## config.mk

```make
export PLATFORM = sky130hd
export DESIGN_NAME = snd_spi_tx
export DESIGN_NICKNAME = d
export VERILOG_FILES = /design/src/rtl/snd_spi_tx.sv
export SDC_FILE = /design/constraint.sdc
export NUM_CORES = 1
export LEC_CHECK = 0
export ABC_AREA = 1
export ABC_CLOCK_PERIOD_IN_PS = 1600
export BUFFER_PORTS_ARGS = -buffer_cell sky130_fd_sc_hd__buf_4
export CAP_MARGIN = 10
export CORE_UTILIZATION = 52
export DETAILED_ROUTE_END_ITERATION = 7
export GPL_TIMING_DRIVEN = 0
export PLACE_DENSITY_LB_ADDON = 0.12
export SETUP_SLACK_MARGIN = 0.1
export SKIP_CTS_REPAIR_TIMING = 1
export SLEW_MARGIN = 20
export SYNTH_ARGS = -nofsm -noshare
export SYNTH_HDL_FRONTEND = slang
export SYNTH_SLANG_ARGS = --single-unit
```

## constraint.sdc

```tcl
create_clock -name ACLK -period 1.6 [get_ports ACLK]
set_clock_uncertainty 0.15 [all_clocks]
set_input_delay 0.32 -clock ACLK [delete_from_list [all_inputs] [get_ports ACLK]]
set_output_delay 0.32 -clock ACLK [all_outputs]
set_load 0.05 [all_outputs]
```

## src/rtl/snd_spi_tx.sv

```systemverilog
// SPI mode-0 master transmitter: one byte per SSEL frame, MSB first, SCK = ACLK / (2*CLKDIV).
// Optional SND_SPI_TX_BURST_EN chains bytes inside one SSEL-low frame.
module snd_spi_tx #(
  parameter int CLKDIV   = 8,
  parameter int IDLE_CYC = 16
) (
  input  logic       ACLK,
  input  logic       ARST,
  input  logic [7:0] TX_DATA,
  input  logic       TX_VALID,
  output logic       TX_READY,
  output logic       TX_BUSY,
  output logic       TX_DONE,
  output logic       SCK,
  output logic       SSEL,
  output logic       MOSI
);

  typedef enum logic [2:0] {IDLE, SETUP, SHIFT, HOLD, GAP} state_t;

  localparam logic [7:0] DIV_LOAD = 8'(CLKDIV - 1);
  localparam logic [7:0] GAP_LOAD = 8'(IDLE_CYC - 1);

  state_t     state_reg;
  logic [7:0] div_cnt_reg;
  logic [6:0] shift_reg;
  logic [2:0] bit_cnt_reg;
  logic       sck_reg;
  logic       ssel_reg;
  logic       mosi_reg;
  logic       done_reg;
  logic       last_fall;
  logic       handshake;

  // Cycle whose closing edge produces the 8th SCK falling edge of the byte.
  assign last_fall = (state_reg == SHIFT) && sck_reg &&
                     (div_cnt_reg == 8'd0) && (bit_cnt_reg == 3'd7);

  always_comb begin
    TX_READY = 1'b0;
    if (!ARST) begin
`ifdef SND_SPI_TX_BURST_EN
      TX_READY = (state_reg == IDLE) || last_fall;
`else
      TX_READY = (state_reg == IDLE);
`endif
    end
  end

  assign handshake = TX_VALID & TX_READY;

  always_ff @(posedge ACLK) begin
    if (ARST) begin
      state_reg   <= IDLE;
      div_cnt_reg <= 8'd0;
      shift_reg   <= 7'd0;
      bit_cnt_reg <= 3'd0;
      sck_reg     <= 1'b0;
      ssel_reg    <= 1'b1;
      mosi_reg    <= 1'b0;
      done_reg    <= 1'b0;
    end else begin
      done_reg <= 1'b0;
      case (state_reg)
        IDLE: begin
          if (handshake) begin
            shift_reg   <= TX_DATA[6:0];
            mosi_reg    <= TX_DATA[7];
            ssel_reg    <= 1'b0;
            bit_cnt_reg <= 3'd0;
            div_cnt_reg <= DIV_LOAD;
            state_reg   <= SETUP;
          end
        end
        SETUP: begin
          if (div_cnt_reg == 8'd0) begin
            sck_reg     <= 1'b1;
            div_cnt_reg <= DIV_LOAD;
            state_reg   <= SHIFT;
          end else begin
            div_cnt_reg <= div_cnt_reg - 8'd1;
          end
        end
        SHIFT: begin
          if (div_cnt_reg != 8'd0) begin
            div_cnt_reg <= div_cnt_reg - 8'd1;
          end else begin
            div_cnt_reg <= DIV_LOAD;
            sck_reg     <= ~sck_reg;
            if (last_fall) begin
              // MOSI keeps the LSB through the hold phase.
`ifdef SND_SPI_TX_BURST_EN
              if (handshake) begin
                shift_reg   <= TX_DATA[6:0];
                mosi_reg    <= TX_DATA[7];
                bit_cnt_reg <= 3'd0;
                done_reg    <= 1'b1;
                state_reg   <= SETUP;
              end else begin
                state_reg <= HOLD;
              end
`else
              state_reg <= HOLD;
`endif
            end else if (sck_reg) begin
              shift_reg   <= {shift_reg[5:0], 1'b0};
              mosi_reg    <= shift_reg[6];
              bit_cnt_reg <= bit_cnt_reg + 3'd1;
            end
          end
        end
        HOLD: begin
          if (div_cnt_reg == 8'd0) begin
            ssel_reg    <= 1'b1;
            done_reg    <= 1'b1;
            div_cnt_reg <= GAP_LOAD;
            state_reg   <= GAP;
          end else begin
            div_cnt_reg <= div_cnt_reg - 8'd1;
          end
        end
        GAP: begin
          if (div_cnt_reg == 8'd0) begin
            state_reg <= IDLE;
          end else begin
            div_cnt_reg <= div_cnt_reg - 8'd1;
          end
        end
        default: state_reg <= IDLE;
      endcase
    end
  end

  assign TX_BUSY = (state_reg != IDLE);
  assign TX_DONE = done_reg;
  assign SCK     = sck_reg;
  assign SSEL    = ssel_reg;
  assign MOSI    = mosi_reg;

endmodule

```

# Word level (Yosys, flattened, before mapping)
# Cells that the tools add are included.
[totals] input_bits=11 ff_bits=25
[op_classes] add_sub_neg=2 muxes=35 n_reduce_logical=17 bitwise_logic=3 eq_ne=14
[ops] cell="two-way mux 8 bit" n=5
[ops] cell="one-hot mux 8 bit (5 select lines)" n=1
[ops] cell="two-way mux 3 bit" n=10
[ops] cell="two-way mux 7 bit" n=4
[ops] cell="inequality test 2 bit (second input constant)" n=9
[ops] cell="one-hot mux 3 bit (5 select lines)" n=1
[ops] cell="one-hot mux 7 bit (2 select lines)" n=1
[ops] cell="two-way mux 1 bit" n=9
[ops] cell="AND reduction 3 bit" n=3
[ops] cell="zero test 8 bit" n=1
[ops] cell="nonzero test 8 bit" n=1
[ops] cell="subtractor 8 x 1 -> 8 bit (second input constant)" n=1
[ops] cell="equality test 3 x 2 -> 1 bit (second input constant)" n=2
[ops] cell="equality test 3 bit (second input constant)" n=2
[ops] cell="one-hot mux 1 bit (2 select lines)" n=3
[ops] cell="one-hot mux 3 bit (2 select lines)" n=1
[ops] cell="AND reduction 6 bit" n=1
[ops] cell="nonzero test 2 bit" n=3
[ops] cell="AND reduction 5 bit" n=1
[ops] cell="nonzero test 5 bit" n=1
[ops] cell="adder 3 x 1 -> 3 bit (second input constant)" n=1
[ops] cell="equality test 3 x 1 -> 1 bit (second input constant)" n=1
[ops] cell="logical AND 1 bit" n=3
[ops] cell="zero test 3 bit" n=1
[ops] cell="other kinds (4)" n=5

# Logic depth before layout (Yosys ltp)
[depth] ltp_word=7 depth_mapped=11 depth_no_buf=11

# Worst setup path before layout
# OpenSTA, ideal clock, no wires.
[synth_path] path_kind="flip-flop to output port" startpoint="reg state_reg[2]" endpoint="out TX_READY" arrival_ns=1.594 required_time_ns=1.130 path_stages_with_launch=4 slack_ns=-0.464 cell_sequence="dfxtp_1 nor2_1 nand2_1 nor2_1"
[synth_via] elab_chain_len=2
[synth_rtl] item="from (decl)" line="24" rtl="state_t state_reg;"
[synth_rtl] item="from (signal assigned)" line="54" rtl="state_reg <= IDLE;"
[synth_rtl] item="from (signal assigned)" line="72" rtl="state_reg <= SETUP;"
[synth_rtl] item="from (signal assigned)" line="79" rtl="state_reg <= SHIFT;"
[synth_rtl] item="zero test 3 bit" line="45" rtl="TX_READY = (state_reg == IDLE);"
[synth_rtl] item="two-way mux 1 bit" line="41" rtl="if (!ARST) begin"
[synth_rtl] item="to (decl)" line="11" rtl="output logic TX_READY,"
# No other way between the ends.

# Worst setup path in the final report
[layout_path] startpoint="reg div_cnt_reg[2]" endpoint="reg state_reg[1]"
[layout_via] elab_chain_len=5
[layout_rtl] item="from (decl)" line="25" rtl="logic [7:0] div_cnt_reg;"
[layout_rtl] item="from (signal assigned)" line="81" rtl="div_cnt_reg <= div_cnt_reg - 8'd1;"
[layout_rtl] item="from (signal assigned)" line="86" rtl="div_cnt_reg <= div_cnt_reg - 8'd1;"
[layout_rtl] item="from (signal assigned)" line="119" rtl="div_cnt_reg <= div_cnt_reg - 8'd1;"
[layout_rtl] item="zero test 8 bit"
[layout_rtl] item="logical AND 1 bit" line="36" rtl="assign last_fall = (state_reg == SHIFT) && sck_reg &&"
[layout_rtl] item="logical AND 1 bit" line="37" rtl="(div_cnt_reg == 8'd0) && (bit_cnt_reg == 3'd7);"
[layout_rtl] item="inequality test 2 bit (no source line)"
[layout_rtl] item="AND reduction 6 bit (no source line) (*)"
# Every way passes the cells marked *; elsewhere a longest branch is shown, timed or not.
# A chain may end at the register's enable or synchronous reset.

==> metrics.md <==
| Metric | Value |
|---|---|
| Final Slew Violations | 0 |
| DRC violation count after routing | 0 |
| Maximum fanout along the worst path | 5 |
| Drt total wl | 3815 µm |
| Count of cell types in the netlist | 25 |
| RSZ-0062 raised after global routing | yes |
| Initial antenna violation count | 0 |
| Setup TNS | -683.8 ps |
| Vias in the first global route | 1292 |
| FF-to-FF Start | div_cnt_reg[2] |
| Design Power | 4.148 mW |
| Non-filler cells, final | 304 |
| Number of synthesis warnings | 0 |
| 1st-pass router iterations | 4 |
| Final HPWL DP | 2405 µm |
| Mapped cell area | 1516 µm² |
| Yosys top cell area share | 0.3300 |
| Clk root buf | clkbuf_4 |
| Placed cells | 287 |
| Core Area | 2758 µm² |
| Worst EP required | 1660 ps |
| Post-synthesis sequential area ratio | 0.3300 |
| Longest Clk Path Bufs | 2 |
| Final-report hold violation count | 0 |
| Fin area | 1981 µm² |
| TritonCTS clock tree | done |
| Max H-tree Level | 1 |
| Synth Instances | 241 |
| Most frequent cells in the layout | nand2_1 (68), nor2_1 (26), buf_4 (26) |
| R2R depth | 10 |
| Worst setup path startpoint | div_cnt_reg[2] |
| Max reg flops | 8 |
| Clk_lat worst skew | 320 ps |
| CP Capture Type | register |
| PnR worst setup slack | -88.78 ps |
| Nets | 289 |
| PD cells | 2094 nW/µm² |
| CTS clk-pin slew, worst paths | 140 ps |
| DP Area | 1705 µm² |
| Syn_nets | 256 |
| Share of cells above drive strength 1 | 0.3333 |
| R2r setup slk | -90 ps |
| ANT nets after route | 0 |
| DRT iter0 DRCs | 77 |
| Port Buffers | 15 |
| # setup viols final | 20 |
| Largest net degree at the start of global routing | 14 |
| Fmax | 0.5921 GHz |
| Leakage | 0.9907 nW |
| Max-cap violations | 0 |
| Die Area | 3136 µm² |
| Commonest non-fill, non-tap cell in the layout | nand2_1 |
| CP endpoint | state_reg[1] |
| WL per Instance | 12.55 µm |
| Vias/cell | 5.263 |
| Gr usage total | 0.2226 |
| Worst slew margin | 0.6648 |
| Hold Path Cell Cnt | 2 |
| Vias | 1600 |
| Ranking of synthesized cells by area | dfxtp_1 (33%), nand2_1 (19%), nand3_1 (9.2%) |
| IO Count | 17 |
| Hold_ws | 136.9 ps |
| Die Y | 56 µm |
| Setup CP Type | reg -> reg |
| Antenna cell count | 0 |
| Worst Max-Slew Pin Slew | 502.8 ps |
| Mean Syn Cell Area | 6.292 µm² |
| Total grt overflow | 0 |
| Reg2reg end | state_reg[1] |
| Flops & latches, synth | 25 |
| Initial Utilization | 0.5499 |
| Final RePlAce weighted congestion | 0.8489 |
| Final Cycle Share | 1.055 |
| CTS Sinks | 25 |
| Startpoint Class | register |
| Cts bufs inserted | 3 |
| Failing checks | negative setup slack |
| Die X-Extent | 56 µm |
| Filler Cell Count | 205 |
| Worst vdd ir | 1.597 mV |
| Top cell type by total area after synthesis | dfxtp_1 |
| Hold/Removal Path Class | in -> reg |
| Run status | finished with violations |
| Minimum clock period | 1689 ps |
| Area growth syn-to-layout | 30.61% |
| Wire length of the first global-routing pass | 5630 µm |
| Crit path DAT | 1750 ps |
| Num rows | 19 |
power breakdown:
part | total [mW] | internal (mW) | switching [mW]
Clock | 0.282 | 0.0976 | 0.185
Combinational | 2.79 | 1.13 | 1.65
Sequential | 1.08 | 0.882 | 0.198
metrics by stage:
stage / worst slack, ps / util
finish: -88.78 / 0.7182
detailed placement: -67.71 / 0.6184
global route: -164.4 / 0.7182
floorplan: 63.05 / -
global placement: -56.83 / 0.6184
CTS: -166.5 / 0.6279
worst min-delay path by stage:
stage | from | endpoint
after floorplan | div_cnt_reg[7] | div_cnt_reg[7]
after global placement | div_cnt_reg[7] | div_cnt_reg[7]
after detailed placement | MOSI | MOSI
after CTS | ARST | div_cnt_reg[2]
after global routing | ARST | div_cnt_reg[2]
final | ARST | div_cnt_reg[3]
routing by layer:
layer / global-route usage / share of wire / vias to the layer above
met4: 0.03833 / 0.0042 / 0
li1: - / - / 831
met1: 0.3309 / 0.46 / 705
met5: 0 / 0 / -
met2: 0.3333 / 0.47 / 60
met3: 0.04884 / 0.074 / 4
synthesized netlist by cell type, drive strengths merged:
cell and count:
nand4 1, nand3 29, inv 25, nor3 3, buf 7, o21ai 7, nor2 34, dfxtp 25
or2 2, ha 4, a21oi 19, o21bai 2, clkinv 2, clkbuf 1, nand2 80
logic make-up (layout without fill, tap and decap cells):
family	after synthesis	count (layout)	synth area share
adders and majority gates	4	4	0.03300
AOI/OAI and AO/OA	28	28	0.1056
buffers and inverters	35	67	0.1040
DFF	25	25	0.3300
and+or+nand+nor	149	149	0.4274
worst max-delay path: stages, from the launching register on:
cell	delay (ps)
dfxtp_1	380
nor2_2	180
nand2_2	120
nor2_8	140
buf_4	140
buf_6	100
nor2_4	40
nor2_4	140
nand2_2	70
nand2_1	60
a21oi_1	60
area by class of cell:
| cell class | instances | area (µm²) | share of cell area |
|---|---|---|---|
| Buffer | 8 | 62.56 | 0.03159 |
| Clock buffer | 4 | 26.28 | 0.01327 |
| Inverter | 27 | 106.4 | 0.05370 |
| Multi-Input combinational cell | 181 | 1007 | 0.5085 |
| Sequential cell | 25 | 514.2 | 0.2596 |
| Tap cell | 31 | 38.79 | 0.01958 |
| Timing Repair Buffer | 28 | 225.2 | 0.1137 |
No activity file was read; power rests on OpenSTA's default activity.
